[config.mk]
export PLATFORM = sky130hd
export DESIGN_NAME = ahb_arbiter
export DESIGN_NICKNAME = d
export VERILOG_FILES = /design/src/rtl/ahb_arbiter.sv
export SDC_FILE = /design/constraint.sdc
export NUM_CORES = 1
export LEC_CHECK = 0
export ABC_AREA = 1
export ABC_CLOCK_PERIOD_IN_PS = 1800
export CAP_MARGIN = 20
export CORE_AREA = 2 2 48 50
export CTS_BUF_LIST = sky130_fd_sc_hd__clkbuf_8
export CTS_CLUSTER_SIZE = 16
export DETAILED_ROUTE_END_ITERATION = 8
export DIE_AREA = 0 0 50 52
export PLACE_DENSITY_LB_ADDON = 0.12
export SYNTH_ARGS = -nofsm -noshare
export SYNTH_HDL_FRONTEND = slang
export SYNTH_SLANG_ARGS = --single-unit
[constraint.sdc]
create_clock -name hclk -period 1.8 [get_ports hclk]
set_clock_uncertainty 0.05 [all_clocks]
set_input_delay 0.36 -clock hclk [delete_from_list [all_inputs] [get_ports hclk]]
set_output_delay 0.36 -clock hclk [all_outputs]
set_load 0.05 [all_outputs]
[src/rtl/ahb_arbiter.sv]
// Four-master round-robin AHB arbiter: one-hot address-phase grant, encoded owner,
// lock indication and a one-hot data-phase owner, all updated on hready edges.
module ahb_arbiter (
    input  logic       hclk,
    input  logic       hreset,
    input  logic       hbusreq1,
    input  logic       hbusreq2,
    input  logic       hbusreq3,
    input  logic       hbusreq4,
    input  logic       hlock1,
    input  logic       hlock2,
    input  logic       hlock3,
    input  logic       hlock4,
    input  logic [1:0] htrans,
    input  logic       hready,
    output logic       grant1,
    output logic       grant2,
    output logic       grant3,
    output logic       grant4,
    output logic [1:0] hmaster,
    output logic       hmastlock,
    output logic       dgrant1,
    output logic       dgrant2,
    output logic       dgrant3,
    output logic       dgrant4
);

    localparam logic [1:0] HTRANS_BUSY = 2'b01;
    localparam logic [1:0] HTRANS_SEQ  = 2'b11;

    logic [3:0] req_s;
    logic [3:0] lock_s;
    logic       burst_s;
    logic       hold_s;
    logic [1:0] next_owner_s;
    logic       next_lock_s;

    logic [1:0] owner_r;
    logic [3:0] grant_r;
    logic [3:0] dgrant_r;
    logic       mastlock_r;

    // First requester after the owner in rotating order; the owner itself is checked last.
    function automatic logic [1:0] rr_pick(input logic [1:0] own, input logic [3:0] req);
        logic [1:0] pick;
        logic [1:0] idx;
        logic       found;
        logic       hit;
        pick  = own;
        found = 1'b0;
        for (int i = 1; i <= 4; i++) begin
            idx   = own + 2'(i);
            hit   = !found && req[idx];
            pick  = hit ? idx : pick;
            found = found | hit;
        end
        return pick;
    endfunction

    function automatic logic [3:0] to_onehot(input logic [1:0] idx);
        return 4'b0001 << idx;
    endfunction

    assign req_s  = {hbusreq4, hbusreq3, hbusreq2, hbusreq1};
    assign lock_s = {hlock4, hlock3, hlock2, hlock1};

    // Decide whether the owner keeps the bus, otherwise pick the next owner.
    always_comb begin
        burst_s      = (htrans == HTRANS_SEQ) || (htrans == HTRANS_BUSY);
        hold_s       = (lock_s[owner_r] && req_s[owner_r]) || burst_s || (req_s == 4'b0000);
        next_owner_s = hold_s ? owner_r : rr_pick(owner_r, req_s);
        next_lock_s  = lock_s[next_owner_s] && req_s[next_owner_s];
    end

    // Ownership registers; dgrant takes the pre-edge grant as the address phase completes.
    always_ff @(posedge hclk) begin
        if (hreset) begin
            owner_r    <= 2'd0;
            grant_r    <= 4'b0001;
            dgrant_r   <= 4'b0001;
            mastlock_r <= 1'b0;
        end else if (hready) begin
            owner_r    <= next_owner_s;
            grant_r    <= to_onehot(next_owner_s);
            dgrant_r   <= grant_r;
            mastlock_r <= next_lock_s;
        end else begin
            owner_r    <= owner_r;
            grant_r    <= grant_r;
            dgrant_r   <= dgrant_r;
            mastlock_r <= mastlock_r;
        end
    end

    assign {grant4, grant3, grant2, grant1}     = grant_r;
    assign {dgrant4, dgrant3, dgrant2, dgrant1} = dgrant_r;
    assign hmaster   = owner_r;
    assign hmastlock = mastlock_r;

endmodule
==> impl_metrics.yaml <==
outcome:
  outcome: "finished clean"
worst_setup_path:
  cp.depth: 14
  cp-end-kind: "flop"
  crit_type: "reg2reg"
  crit_top_cell: "nand2_2"
  crit_path_start: "hmaster[0]$_SDFFE_PP0P_"
  worstPathMaxFanout: 6
  cp.arrival_ps: 1830
  path_delay_family: "simple AND/OR/NAND/NOR gates"
  rr_worst_depth: 14
  worstPathCellList: "buf_6 -> nand2_2 -> nand3_1 -> nand2_2 -> nor2_2 -> nor2_4 -> nand2_2 -> nor2_2 -> nand2_2 -> nand2_4 -> nand2_4 -> nand3_2 -> nand2_2 -> a21oi_2"
  cp.required_ps: 1930
  rr_startpoint: "hmaster[0]$_SDFFE_PP0P_"
  critPathLaunchType: "flop"
  critPathBufInv: 1
  cpPeakStageDelay_ps: 340
  slowest_stage: "dfxtp_2"
floorplanning:
  start_util: 0.421
  die_area_mm2: 0.00260
  die_w_um: 50
  ios: 24
  core_area_mm2: 0.00211
  rows: 17
  dieHeight_um: 52
cells_and_area:
  diodes: 0
  multi_input_area_um2: 612
  fin_area_mm2: 0.00128
  fin_nets: 173
  post-route-util: 0.608
  nFillCells: 198
  drive_gt1_frac: 0.447
  area_growth_syn_to_layout_pct: 44.5
  seq_area_um2: 225
route:
  drt-initial-drc-count: 19
  avgRoutedWirePerCell_um: 10.8
  met2_length_um: 958
  via_count: 895
  drt-met1-wl_um: 930
  avgViaCountPerCell: 4.79
  drt_wl_total_mm: 2.02
  route.met3.wl_um: 108
  top_layer: "met4"
  drc: 0
  firstDrtPassIters: 4
  antenna_left: 0
cts:
  cts.htree.levels: 1
  cts_tree: "yes"
  clk_path_buf_depth: 2
  cts_root_buffer: "clkbuf_8"
  clock_latency_ps: 240
  cts_hold_buf: 0
  cts_sinks: 11
  path_clk_slew_ps: 50
  cts_buffers: 3
min_path:
  min_path_cells: 2
  hold_class: "reg2reg"
  worstHoldStart: "dgrant_r[0]$_SDFFE_PP1P_"
timing:
  tightest_slew_ps: 260
  max_freq_mhz: 589
  hold_viol_final: 0
  setup_tns_ps: 0
  rsz0062_at_grt: "true"
  fin_ws_ps: 102
  setup_viol: 0
  slew_headroom: 0.826
  fin_crit_sh: 0.943
  fin_crit_ps: 1700
  drv_slew: 0
power:
  power_leakage_nw: 0.645
  ir_drop_v: 0.000745
  powerDensity_mw_per_mm2: 793
  total_power_mw: 1.02
place:
  place_area_mm2: 0.00117
  gp_congestion: 0.878
  dp_hpwl_mm: 1.57
  port_buffers: 22
  place_ws_ps: -346
global_routing:
  antenna_found_initial: 0
  grt_pass1_vias: 805
  grt_pass1_wl_mm: 3.39
  grt_max_degree: 12
  gr-total-overflow: 0
  gr-usage-all-layers: 0.171
run:
  cap_violations: 0
logic_synthesis:
  avgSynthCellArea_um2: 7.14
  synth.ff_latch_count: 11
  synth_cells: 124
  seq_area_frac_synth: 0.249
  syn_nets: 137
  synth_area_um2: 886
  synth.distinct_cells: 24
  yosys_warnings: 0
## what timing repair did
| item | CTS | global route |
|---|---|---|
| endpoints found under the hold margin | 0 | 0 |
| resized for setup | 5 | 12 |
| endpoints found under the setup margin | 7 | 7 |
| buffers inserted | 0 | 4 |
| cloned | 0 | 0 |
| pin swaps | 0 | 8 |
## layout by cell type (no fill, tap or decap)
cell / n
nand2_1: 25
nand2_2: 18
buf_4: 18
nand3_1: 13
nor2_1: 9
dfxtp_1: 9
nand2_4: 8
nand3_2: 4
nor2_4: 4
a21oi_1: 4
inv_1: 4
dlygate4sd2_1: 4
dlymetal6s2s_1: 4
nor2_2: 3
nand4_1: 3
o21ai_0: 3
clkbuf_8: 3
clkdlybuf4s50_1: 3
buf_6: 3
o21ai_1: 2
buf_12: 2
inv_4: 1
inv_6: 1
nor3_1: 1
a21o_2: 1
a22oi_1: 1
inv_2: 1
clkinv_1: 1
o2111a_1: 1
o211ai_1: 1
a21oi_2: 1
clkinv_2: 1
dfxtp_2: 1
dfxtp_4: 1
## cell families (layout without fill, tap and decap cells)
| group | after synthesis | count (layout) | synth area share |
|---|---|---|---|
| simple gates | 88 | 88 | 0.573 |
| compound gates | 14 | 14 | 0.100 |
| flops | 11 | 11 | 0.249 |
| buf+inv | 11 | 46 | 0.0777 |
## Yosys cell counts (all sizes together)
master,n,area share
dfxtp,11,0.25
clkinv,1,0.0042
o21ai,5,0.028
o211ai,1,0.0085
nand2,51,0.33
nand4,3,0.021
nor3,1,0.0056
nor2,16,0.10
a21oi,5,0.032
o2111a,1,0.013
nand3,17,0.11
buf,3,0.038
inv,7,0.035
a22oi,1,0.0085
a21o,1,0.0099
## path summary, 6_finish.rpt
kind                                   end  slack (ps)
hold / removal    dgrant_r[0]$_SDFFE_PP1P_         410
hold reg to reg   dgrant_r[0]$_SDFFE_PP1P_         410
setup / recovery    hmastlock$_SDFFE_PP0P_         100
setup reg to reg    hmastlock$_SDFFE_PP0P_         100
## final cells by class
cell class	instances	area share
sequential	11	0.176
clock buffer	3	0.0323
clock inverter	1	0.00391
timing repair buffer	34	0.253
inverter	8	0.0293
tap	28	0.0274
multi-input combinational	102	0.478
## layer usage
| metal | global-route usage | up-vias |
|---|---|---|
| met5 | 0 | - |
| met4 | 0.0694 | 0 |
| met3 | 0.0374 | 2 |
| met2 | 0.303 | 24 |
| met1 | 0.199 | 392 |
| li1 | - | 477 |
## report_power, final
part / total, mW / internal, mW / switching [mW]
combinational: 0.477 / 0.186 / 0.291
sequential: 0.284 / 0.265 / 0.0192
clock: 0.254 / 0.153 / 0.102
total: 1.02 / 0.604 / 0.412
## through the flow
stage | instances | hold slack, ps
3_5_place_dp | 179 | 396
4_1_cts | 183 | 410
5_1_grt | 187 | 447
3_3_place_gp | 179 | 389
2_1_floorplan | 124 | 372
6_report | 187 | 406
## registers in the layout, indices dropped and copies added, names as in the netlist
name	count
hmaster	2
dgrant_r	4
grant_r	4
hmastlock	1
## worst min-delay path: stages, from the launching register on
cell	delay (ps)
dfxtp_1	320
nand2_1	50
nand3_1	50
No activity file was read; power rests on OpenSTA's default activity.
==> patch: new RTL, same settings <==
Reset style: asynchronous (`hreset`), changed in one clocked block.
--- a/src/rtl/ahb_arbiter.sv
+++ b/src/rtl/ahb_arbiter.sv
@@ -73,7 +73,7 @@
     end
 
     // Ownership registers; dgrant takes the pre-edge grant as the address phase completes.
-    always_ff @(posedge hclk) begin
+    always_ff @(posedge hclk or posedge hreset) begin
         if (hreset) begin
             owner_r    <= 2'd0;
             grant_r    <= 4'b0001;
Behaviour: differs if hreset is asserted again (counterexample within 4 cycles, from zero or initial values and one cycle with hreset high); with hreset held inactive, the same outputs for 10 cycles.
==> patch against the original RTL <==
Sequential cell count did not move; setup slack got worse by 81 ps; maximum frequency fell by 4.6%; area after synthesis fell by 5.8%; routed wire length rose by 27%; cell area rose by 13%; synthesized cell count rose by 4.8%; highest routed layer unchanged.
Power is not compared: it rests on default switching activity, and its combinational part moved more than twofold at a synthesized area within 25%.
==> patch: results (changes against the original RTL) <==
** Global route
- The met3 track utilization from global routing came to 2.586% (-1.1 points).
- Global-route wire length before repair :: 3.374 mm (-0.38%)
- The met2 usage was 29.17% (-1.1 points).
- The met1 capacity usage during global routing was 21.80% (+1.9 points).
- Largest net degree at the start of global routing :: 13 (+1)

** Run status
- Run status :: completed

** Detailed routing
- Mean routed wirelength per cell :: 12.84 um (+19%)
- The ratio of routed vias to standard cells was 4.935 (+3.1%).
- The count of routing violations after the opening detailed-route iteration was 16 (-3).

** Cells and area
- Multi-input logic cell count :: 99 (-2.9%)
- The share of layout cells above drive strength 1 is 47.09% (+2.4 points).
- Multi-input combinational cell area :: 608.1 um2 (-0.61%)
- Fraction of area in non-clock buffers :: 28.19% (+2.9 points)

** Placement
- Placement Cell Area :: 1164 um2 (-0.32%)
- The half-perimeter wire length of the detailed placement result was 1.659 mm (+5.5%).

** Logic synthesis
- The average footprint of a synthesized cell is 6.420 um2 (-10%).
- After synthesis, the cell types taking the most area are sky130_fd_sc_hd__dfrtp_1 27%, sky130_fd_sc_hd__nand2_1 24%, sky130_fd_sc_hd__nand3_1 9.6%.
- The post-synth net total is 143 (+4.4%).
- Netlist cell types :: 18 (-25%)
- Most instantiated cells after synthesis :: 54 x sky130_fd_sc_hd__nand2_1, 16 x sky130_fd_sc_hd__nand3_1, 15 x sky130_fd_sc_hd__inv_1
- Register area share after synthesis :: 33.28% (+8.4 points)
- Post-synth ARST share :: 100.0% (+100 points)

** Critical path
- Reg2Reg Launch Point :: hmaster[0]$_DFFE_PP0P_
- The maximum fanout count along the critical path came to 7 (+1).
- Register-to-Register Path Depth :: 13 (-1)
- The delay of the slowest cell on the worst path is 450 ps (+110 ps).

** Timing
- Post-route clock period utilization :: 98.82% (+4.5 points)
- The minimum hold slack is 370.0 ps (-35.83 ps).
==> patch: cell types whose count changed after synthesis, moves of 3 or more <==
cell / unedited run / this run
sky130_fd_sc_hd__nand2_2: 19 / 10
sky130_fd_sc_hd__o21ai_0: 4 / 7
sky130_fd_sc_hd__nand3_2: 3 / 0
sky130_fd_sc_hd__nor2_1: 9 / 2
sky130_fd_sc_hd__nor2_4: 3 / 0
sky130_fd_sc_hd__nand2_4: 7 / 1
sky130_fd_sc_hd__dfxtp_1: 11 / 0
sky130_fd_sc_hd__nand2_1: 25 / 54
sky130_fd_sc_hd__nor2_2: 4 / 1
sky130_fd_sc_hd__dfrtp_1: 0 / 9
sky130_fd_sc_hd__a21oi_1: 4 / 0
sky130_fd_sc_hd__inv_1: 4 / 15
==> patch: cells by family after synthesis <==
group | Yosys count | share of synthesized area [%]
buffers and inverters | 20 | 11.69
flip-flops | 11 | 33.28
AO/OA/AOI/OAI | 13 | 8.995
AND/OR/NAND/NOR | 86 | 46.03
